[src/rtl/reg_file_scoreboard.sv]
// reg_file_scoreboard: XLEN x NREG register file with NRP combinational read
// ports, one write-back port with same-cycle bypass, and a per-register
// in-flight write counter. The counter drives BUSY/STALL toward the decoder.
module reg_file_scoreboard #(
   parameter int XLEN = 32,
   parameter int NREG = 32,
   parameter int AW   = 5,
   parameter int NRP  = 2,
   parameter int CW   = 2
) (
   input  logic                CLK,
   input  logic                RESET,
   input  logic [NRP*AW-1:0]   RD_ADDR,
   input  logic [NRP-1:0]      RD_USE,
   output logic [NRP*XLEN-1:0] RD_DATA,
   output logic [NRP-1:0]      BUSY,
   output logic                STALL,
   input  logic                ISSUE_EN,
   input  logic [AW-1:0]       ISSUE_ADDR,
   output logic                ISSUE_READY,
   input  logic                WR_EN,
   input  logic [AW-1:0]       WR_ADDR,
   input  logic [XLEN-1:0]     WR_DATA,
   output logic                ERR
);

   localparam logic [AW:0]   NREG_W  = (AW+1)'(NREG);
   localparam logic [CW-1:0] CNT_MAX = '1;
   localparam logic [CW-1:0] CNT_ONE = CW'(1);

   // Register 0 has no storage or counter; arrays start at index 1.
   logic [XLEN-1:0] regs [1:NREG-1];
   logic [CW-1:0]   cnt  [1:NREG-1];
   logic            err;

   logic            issue_hit;
   logic [AW-1:0]   issue_idx;
   logic            issue_ok;
   logic            wr_hit;
   logic [NREG-1:1] inc_vec;
   logic [NREG-1:1] dec_vec;
   logic            err_set;

   // Address refers to a real, non-zero register.
   function automatic logic in_range(input logic [AW-1:0] a);
      return (a != '0) && ({1'b0, a} < NREG_W);
   endfunction

   assign issue_hit   = in_range(ISSUE_ADDR);
   assign issue_idx   = issue_hit ? ISSUE_ADDR : AW'(1);
   assign ISSUE_READY = !issue_hit || (cnt[issue_idx] != CNT_MAX);
   assign issue_ok    = ISSUE_EN && ISSUE_READY && issue_hit;
   assign wr_hit      = WR_EN && in_range(WR_ADDR);

   // Per-port read mux with write-back bypass; the last owed write being
   // bypassed this cycle clears BUSY early.
   for (genvar i = 0; i < NRP; i++) begin : g_rd
      logic [AW-1:0] a;
      logic [AW-1:0] idx;
      logic          hit;
      logic          byp;
      assign a   = RD_ADDR[i*AW +: AW];
      assign hit = in_range(a);
      assign idx = hit ? a : AW'(1);
      assign byp = wr_hit && (WR_ADDR == a);
      assign RD_DATA[i*XLEN +: XLEN] = !hit ? '0 : (byp ? WR_DATA : regs[idx]);
      assign BUSY[i] = hit && (cnt[idx] != '0) && !(byp && (cnt[idx] == CNT_ONE));
   end

   assign STALL = |(BUSY & RD_USE);
   assign ERR   = err;

   // Decode issue/write-back targets and detect write-backs nobody owed.
   always_comb begin
      inc_vec = '0;
      dec_vec = '0;
      err_set = 1'b0;
      for (int unsigned r = 1; r < NREG; r++) begin
         inc_vec[r] = issue_ok && (ISSUE_ADDR == AW'(r));
         dec_vec[r] = wr_hit && (WR_ADDR == AW'(r));
         if (dec_vec[r] && (cnt[r] == '0))
            err_set = 1'b1;
      end
   end

   // Register writes, in-flight counter updates and sticky error flag.
   always_ff @(posedge CLK) begin
      if (RESET) begin
         for (int unsigned r = 1; r < NREG; r++) begin
            regs[r] <= '0;
            cnt[r]  <= '0;
         end
         err <= 1'b0;
      end else begin
         for (int unsigned r = 1; r < NREG; r++) begin
            if (dec_vec[r])
               regs[r] <= WR_DATA;
            case ({inc_vec[r], dec_vec[r]})
               2'b10: cnt[r] <= cnt[r] + CNT_ONE;
               2'b01: if (cnt[r] != '0) cnt[r] <= cnt[r] - CNT_ONE;
               // Issue and write-back together: net zero unless nothing was
               // owed, in which case the new issue still needs its count.
               2'b11: if (cnt[r] == '0) cnt[r] <= CNT_ONE;
               default: ;
            endcase
         end
         if (err_set)
            err <= 1'b1;
      end
   end

endmodule

[config.mk]
export PLATFORM = sky130hd
export DESIGN_NAME = reg_file_scoreboard
export DESIGN_NICKNAME = d
export VERILOG_FILES = /design/src/rtl/reg_file_scoreboard.sv
export SDC_FILE = /design/constraint.sdc
export NUM_CORES = 2
export LEC_CHECK = 0
export ABC_AREA = 1
export BUFFER_PORTS_ARGS = -buffer_cell sky130_fd_sc_hd__buf_2
export CORE_AREA = 3 3 425 427
export CTS_CLUSTER_SIZE = 25
export DETAILED_ROUTE_END_ITERATION = 6
export DIE_AREA = 0 0 428 430
export MAX_ROUTING_LAYER = met4
export SYNTH_ARGS = -nofsm -noshare
export SYNTH_HDL_FRONTEND = slang
export SYNTH_SLANG_ARGS = --single-unit
export TNS_END_PERCENT = 100
[constraint.sdc]
create_clock -name CLK -period 6.4 [get_ports CLK]
set_clock_uncertainty 0.2 [all_clocks]
set_input_delay 0.64 -clock CLK [delete_from_list [all_inputs] [get_ports CLK]]
set_output_delay 0.64 -clock CLK [all_outputs]
set_load 0.01 [all_outputs]
## Word level (Yosys, flattened, before mapping)

Memory sizes are Yosys's and may differ from the RTL's.
Cells that the tools add are included.

- Add/sub/neg operators: 62
- Eq/ne operators: 160
- Multiplexer cells: 598
- Bitwise operators: 125
- Reductions and logical operators: 177

Operators with widths:

| cell | number |
|---|---|
| 32-bit two-way mux | 35 |
| 1-bit two-way mux | 467 |
| 2-bit two-way mux | 93 |
| 5-bit equality test (second input constant) | 32 |
| 2-bit equality test (second input constant) | 62 |
| 1-bit bitwise OR | 124 |
| 1-bit logical AND | 104 |
| 5-bit by 4-bit equality test with 1-bit output (second input constant) | 16 |
| 2-bit by 1-bit equality test with 1-bit output (second input constant) | 33 |
| 2-bit nonzero test | 33 |
| 2-bit by 1-bit adder with 2-bit output (second input constant) | 31 |
| 2-bit zero test | 31 |
| 2-bit by 1-bit subtractor with 2-bit output (second input constant) | 31 |
| 5-bit by 3-bit equality test with 1-bit output (second input constant) | 8 |
| 5-bit by 2-bit equality test with 1-bit output (second input constant) | 4 |
| 5-bit nonzero test | 4 |
| 5-bit two-way mux | 3 |
| 5-bit by 1-bit equality test with 1-bit output (second input constant) | 2 |
| 5-bit equality test | 2 |
| 1-bit zero test | 3 |
| 2-bit bitwise AND | 1 |
| 2-bit != test (second input constant) | 1 |
| 2-bit OR reduction | 1 |
| 1-bit logical OR | 1 |

- Register bits: 1
- Bits in writable memories: 1,054
- Output and inout bits: 69
- Memories kept: 2

Memory list:

| name | depth | bits a word | read ports | clocked after Yosys merged registers in | write ports | RTL line | source |
|---|---|---|---|---|---|---|---|
| regs | 31 | 32 | 2 | 0 | 31 | 32 | `logic [XLEN-1:0] regs [1:NREG-1];` |
| cnt | 31 | 2 | 34 | 0 | 31 | 33 | `logic [CW-1:0] cnt [1:NREG-1];` |

## Depth between registers and ports, before layout

- Depth in word-level cells: 35
- Gate-level depth with buffers: 20

## Worst setup path before layout

No wires, ideal clock.

- Path kind: in2out
- Start: input RD_ADDR[7]
- End: output BUSY[1]
- Arrival: 2,415 ps
- Path slack: 3,145 ps
- Cell stages on the path: 13
- Cell sequence: clkbuf_1 nor3_2 nand3_2 nand2_1 buf_4 buf_4 buf_2 nand2_1 o211ai_1 o211ai_1 nand3_1 nand3_1 a21boi_0

- Word-level cells in the longest chain between the ends: 7
- Elaborated cells between the ends (all ways): 11
- Classes of those cells: 2 x eq/ne; 1 x mux; 7 x reduce/logical; 1 x memory

RTL lines:

| item | RTL line | source |
|---|---|---|
| start, declared | 13 | `input logic [NRP*AW-1:0] RD_ADDR,` |
| 5-bit nonzero test | 46 | `return (a != '0) && ({1'b0, a} < NREG_W);` |
| 5-bit two-way mux | 64 | `assign idx = hit ? a : AW'(1);` |
| memory 31 x 2 bit | - |  |
| 2-bit by 1-bit equality test with 1-bit output | 67 | `assign BUSY[i] = hit && (cnt[idx] != '0) && !(byp && (cnt[idx] == CNT_ONE));` |
| 1-bit logical AND | 67 |  |
| 1-bit zero test | 67 |  |
| 1-bit logical AND (*) | 67 |  |
| end, declared | 16 | `output logic [NRP-1:0] BUSY,` |

Mark *: on every way between the ends. The rest lies on a longest branch, timed or not.

## Worst setup path in the final report

- Start: input RD_ADDR[1]
- End: output RD_DATA[27]

- Word-level cells in the longest chain between the ends: 5
- Elaborated cells between the ends (all ways): 7
- Classes of those cells: 1 x eq/ne; 3 x mux; 2 x reduce/logical; 1 x memory

RTL lines:

| item | RTL line | source |
|---|---|---|
| 5-bit nonzero test | 46 |  |
| 5-bit two-way mux | 64 |  |
| memory 31 x 32 bit | - |  |
| 32-bit two-way mux | 66 | `assign RD_DATA[i*XLEN +: XLEN] = !hit ? '0 : (byp ? WR_DATA : regs[idx]);` |
| 32-bit two-way mux (*) | 66 |  |
| end, declared | 15 | `output logic [NRP*XLEN-1:0] RD_DATA,` |

Marks and branches as above.

==> results.sh <==
export IMPL_outcome="completed"
export IMPL_clockBufferDepth=3
export IMPL_htree_levels=3
export IMPL_num_io_pins=127
export IMPL_crit_path_frequent_cell="nand3_1"
export IMPL_drc=0
export IMPL_grt_first_pass_wirelength_um=369000
export IMPL_drv_cap=0
export IMPL_start_kind="input port"
export IMPL_criticalPathCategory="input port to output pin"
export IMPL_synth_edff_count=1054
export IMPL_fmax_mhz=203
export IMPL_slew_viol_final=0
export IMPL_dp_hpwl_um=140000
export IMPL_final_area_um2=67700
export IMPL_routed_wl_um=259000
export IMPL_cts_root_buf="clkbuf_16"
export IMPL_pwr_share_clk_pct=38.6
export IMPL_core_area_um2=176000
export IMPL_reg2reg_depth=12
export IMPL_worst_setup_path_end_kind="output pin"
export IMPL_timing_hold_ws_ps=170
export IMPL_yosys_register_bits=1055
export IMPL_r2r_start="cnt[1][0]"
export IMPL_grt_use_total_pct=27.7
export IMPL_p_int_mw=12.4
export IMPL_gr_total_overflow=0
export IMPL_synth_nets=7857
export IMPL_insertion_delay_ps=760
export IMPL_cp_max_fo=70
export IMPL_grt_util_met2_pct=40.2
export IMPL_post_drt_via_cell_ratio=5.99
export IMPL_antenna_found_initial=7
export IMPL_cts_resized=0
export IMPL_fin_tns_setup_ps=0
export IMPL_initial_core_util_pct=35.1
export IMPL_die_area_um2=184000
export IMPL_drtAntennaViolNets=0
export IMPL_worstPathArrival_ps=4090
export IMPL_rows=154
export IMPL_via_count=59167
export IMPL_fin_util_pct=38.4
export IMPL_die_w_um=428
export IMPL_drive_gt1_share_pct=7.22
export IMPL_p_leak_nw=26.6
export IMPL_worstSetupStartpoint="RD_ADDR[1]"
export IMPL_hold_buffers=0
export IMPL_slowest_delay_ps=900
export IMPL_grt_pass1_vias=54720
export IMPL_place_port_buffers=126
export IMPL_fin_crit_sh_pct=77.0
export IMPL_pwr_share_comb_pct=14.7
export IMPL_dieHeight_um=430
export IMPL_synth_cell_type_count=47
export IMPL_globalRouteMet3Util_pct=6.85
export IMPL_min_period_ps=4930
export IMPL_tightest_slew_ps=1420
export IMPL_synth_warnings=0
export IMPL_slew_headroom_pct=4.88
export IMPL_rr_endpoint="cnt[15][1]"
export IMPL_grt_max_degree=233
export IMPL_swShare_pct=29.1
export IMPL_nets=7524
export IMPL_grtUsageMet1_pct=36.1
export IMPL_drt_iter0_markers=9615
export IMPL_power_switching_mw=5.09
export IMPL_syn_avg_cell_area_um2=7.99
export IMPL_whs_path_depth=2
export IMPL_worstPathCellList="clkbuf_8 > inv_8 > buf_4 > buf_4 > a21oi_1 > o21ai_0 > o21ai_1 > o211ai_1 > nand3_1 > nand3_1 > nand3_1 > inv_1 > buf_2"
export IMPL_synth_async_reset_ratio_pct=0
export IMPL_numCtsBuffers=118
export IMPL_synth_ff_type="edfxtp_1"
export IMPL_pwr_density_cell_nw_per_um2=259
export IMPL_critPathTopFamily="buffers and inverters"
export IMPL_netlist_instances=7768
export IMPL_synthesis_area_um2=62000
export IMPL_gp_congestion=0.904
export IMPL_postCtsSetupRepairBufs=0
export IMPL_setup_viol=0
export IMPL_crit_slowest_cell="buf_4"
export IMPL_clk_pin_slew_worst_paths_ps=70
export IMPL_tritoncts="built"
export IMPL_required_ps=5560
export IMPL_reg2reg_slack_ps=3170
export IMPL_wl_per_cell_um=26.2
export IMPL_hold_class="input port to register"
export IMPL_ir_worst_vdd_mv=0.220
export IMPL_seqPwrFrac_pct=46.7
export IMPL_postPlaceCellArea_um2=64000
export IMPL_yosysSeqAreaShare_pct=51.1
export IMPL_area_growth_pct=9.18
export IMPL_clkSinkCount=1055
export IMPL_rsz0062_at_grt="false"
export IMPL_grt_busiest_layer="met2"
export IMPL_drt_pass1_iter_count=7
export IMPL_min_to="ERR"
export IMPL_hold_violations=0
export IMPL_hold_start="RESET"
export IMPL_crit_buf_inv=6
==> placed cells by master, fill, tap and decap left out, drive strengths merged <==
master,Yosys,layout
mux2i,1,1
a31oi,4,4
a21oi,449,449
xor2,6,6
diode,0,5
ha,31,31
o22ai,1,1
buf,272,239
a221oi,2,2
nor4,2,2
bufinv,0,10
nand2,1462,1462
dfxtp,1,1
or2,39,39
o221ai,1,1
nor2,1229,1229
clkinv,3,89
o31ai,7,7
xnor2,4,4
o211ai,363,363
o2111ai,2,2
clkinvlp,0,2
and3,2,2
a21boi,2,2
a211oi,1,1
clkbuf,421,140
inv,592,577
edfxtp,1054,1054
o21ai,433,433
nor3,16,16
nand3b,7,7
nand4,12,12
nand3,1349,1349
==> per-stage QoR <==
step	instances	worst slack [ps]	power (mW)
2_1_floorplan	7768	3150	9.84
3_3_place_gp	9655	1650	10.8
3_5_place_dp	9655	1660	10.8
4_1_cts	9877	1650	17.4
5_1_grt	9882	1400	18.0
6_report	9882	1470	17.5
==> state kept, by name (all words and copies together) (netlist names) <==
| register | cells |
|---|---|
| regs | 992 |
| cnt | 62 |
| ERR | 1 |
==> kinds of logic after synthesis <==
logic type / Yosys count / synth area share (%)
compound gates: 1265 / 11.8
buf+inv: 1288 / 8.23
flops: 1055 / 51.1
mux: 1 / 0.0161
simple gates: 4118 / 28.2
fa+ha+maj: 31 / 0.625
xor+xnor: 10 / 0.141
==> Yosys cell counts, types with 2 or more instances <==
| cell type | n | area, um2 |
|---|---|---|
| a221oi_1 | 2 | 17.5 |
| xnor2_1 | 4 | 35.0 |
| o21ai_1 | 34 | 170 |
| nor2_1 | 1213 | 4550 |
| nor2_2 | 12 | 75.1 |
| o2111ai_1 | 2 | 17.5 |
| a31oi_1 | 4 | 25.0 |
| edfxtp_1 | 1054 | 31700 |
| clkinv_1 | 3 | 11.3 |
| nand3_2 | 3 | 30.0 |
| xor2_1 | 6 | 52.6 |
| buf_6 | 6 | 67.6 |
| nand2_4 | 2 | 22.5 |
| buf_1 | 109 | 409 |
| and3_1 | 2 | 12.5 |
| inv_2 | 12 | 45.0 |
| a21oi_1 | 449 | 2250 |
| nand2_1 | 1447 | 5430 |
| nand3b_1 | 7 | 52.6 |
| nor4_1 | 2 | 12.5 |
| nand2_2 | 13 | 81.3 |
| buf_2 | 150 | 751 |
| buf_4 | 6 | 45.0 |
| or2_2 | 39 | 244 |
| o31ai_1 | 7 | 52.6 |
| nor2_4 | 3 | 33.8 |
| nand3_1 | 1345 | 6730 |
| nor3_1 | 15 | 75.1 |
| o21ai_0 | 398 | 1990 |
| ha_1 | 31 | 388 |
| inv_1 | 579 | 2170 |
| clkbuf_1 | 421 | 1580 |
| o211ai_1 | 363 | 2730 |
| nand4_1 | 12 | 75.1 |
==> per-layer routing <==
layer  vias to the layer above  wire length, um
met5                         -                0
met4                         0            13500
met3                       785            36600
met2                      4454           110000
met1                     28171            98500
li1                      25757                -
==> power by group through the flow <==
stage	Combinational [mW]	Clock, mW	Sequential, mW
3_5_place_dp	2.49	0	8.31
2_1_floorplan	1.58	0	8.26
4_1_cts	2.49	6.77	8.17
6_report	2.57	6.76	8.18
5_1_grt	2.74	7.03	8.22
3_3_place_gp	2.45	0	8.30
==> worst max-delay path by stage <==
stage               cells past startpoint  slack [ps]           to
CTS                                    13        1650  RD_DATA[27]
detailed placement                     13        1660  RD_DATA[27]
global route                           14        1400  RD_DATA[45]
finish                                 13        1470  RD_DATA[27]
global placement                       13        1650  RD_DATA[27]
floorplan                              13        3150      BUSY[1]
==> layout make-up <==
class,count,area [um2]
diodes,5,12.5
clock buffers,139,3030
clock inverters,83,711
fillers,17605,109000
inverters,595,2280
multi-input cells,5425,25400
flip-flops and latches,1055,31700
well taps,2340,2930
repair buffers,240,1710
(Power assumes the default switching activity.)
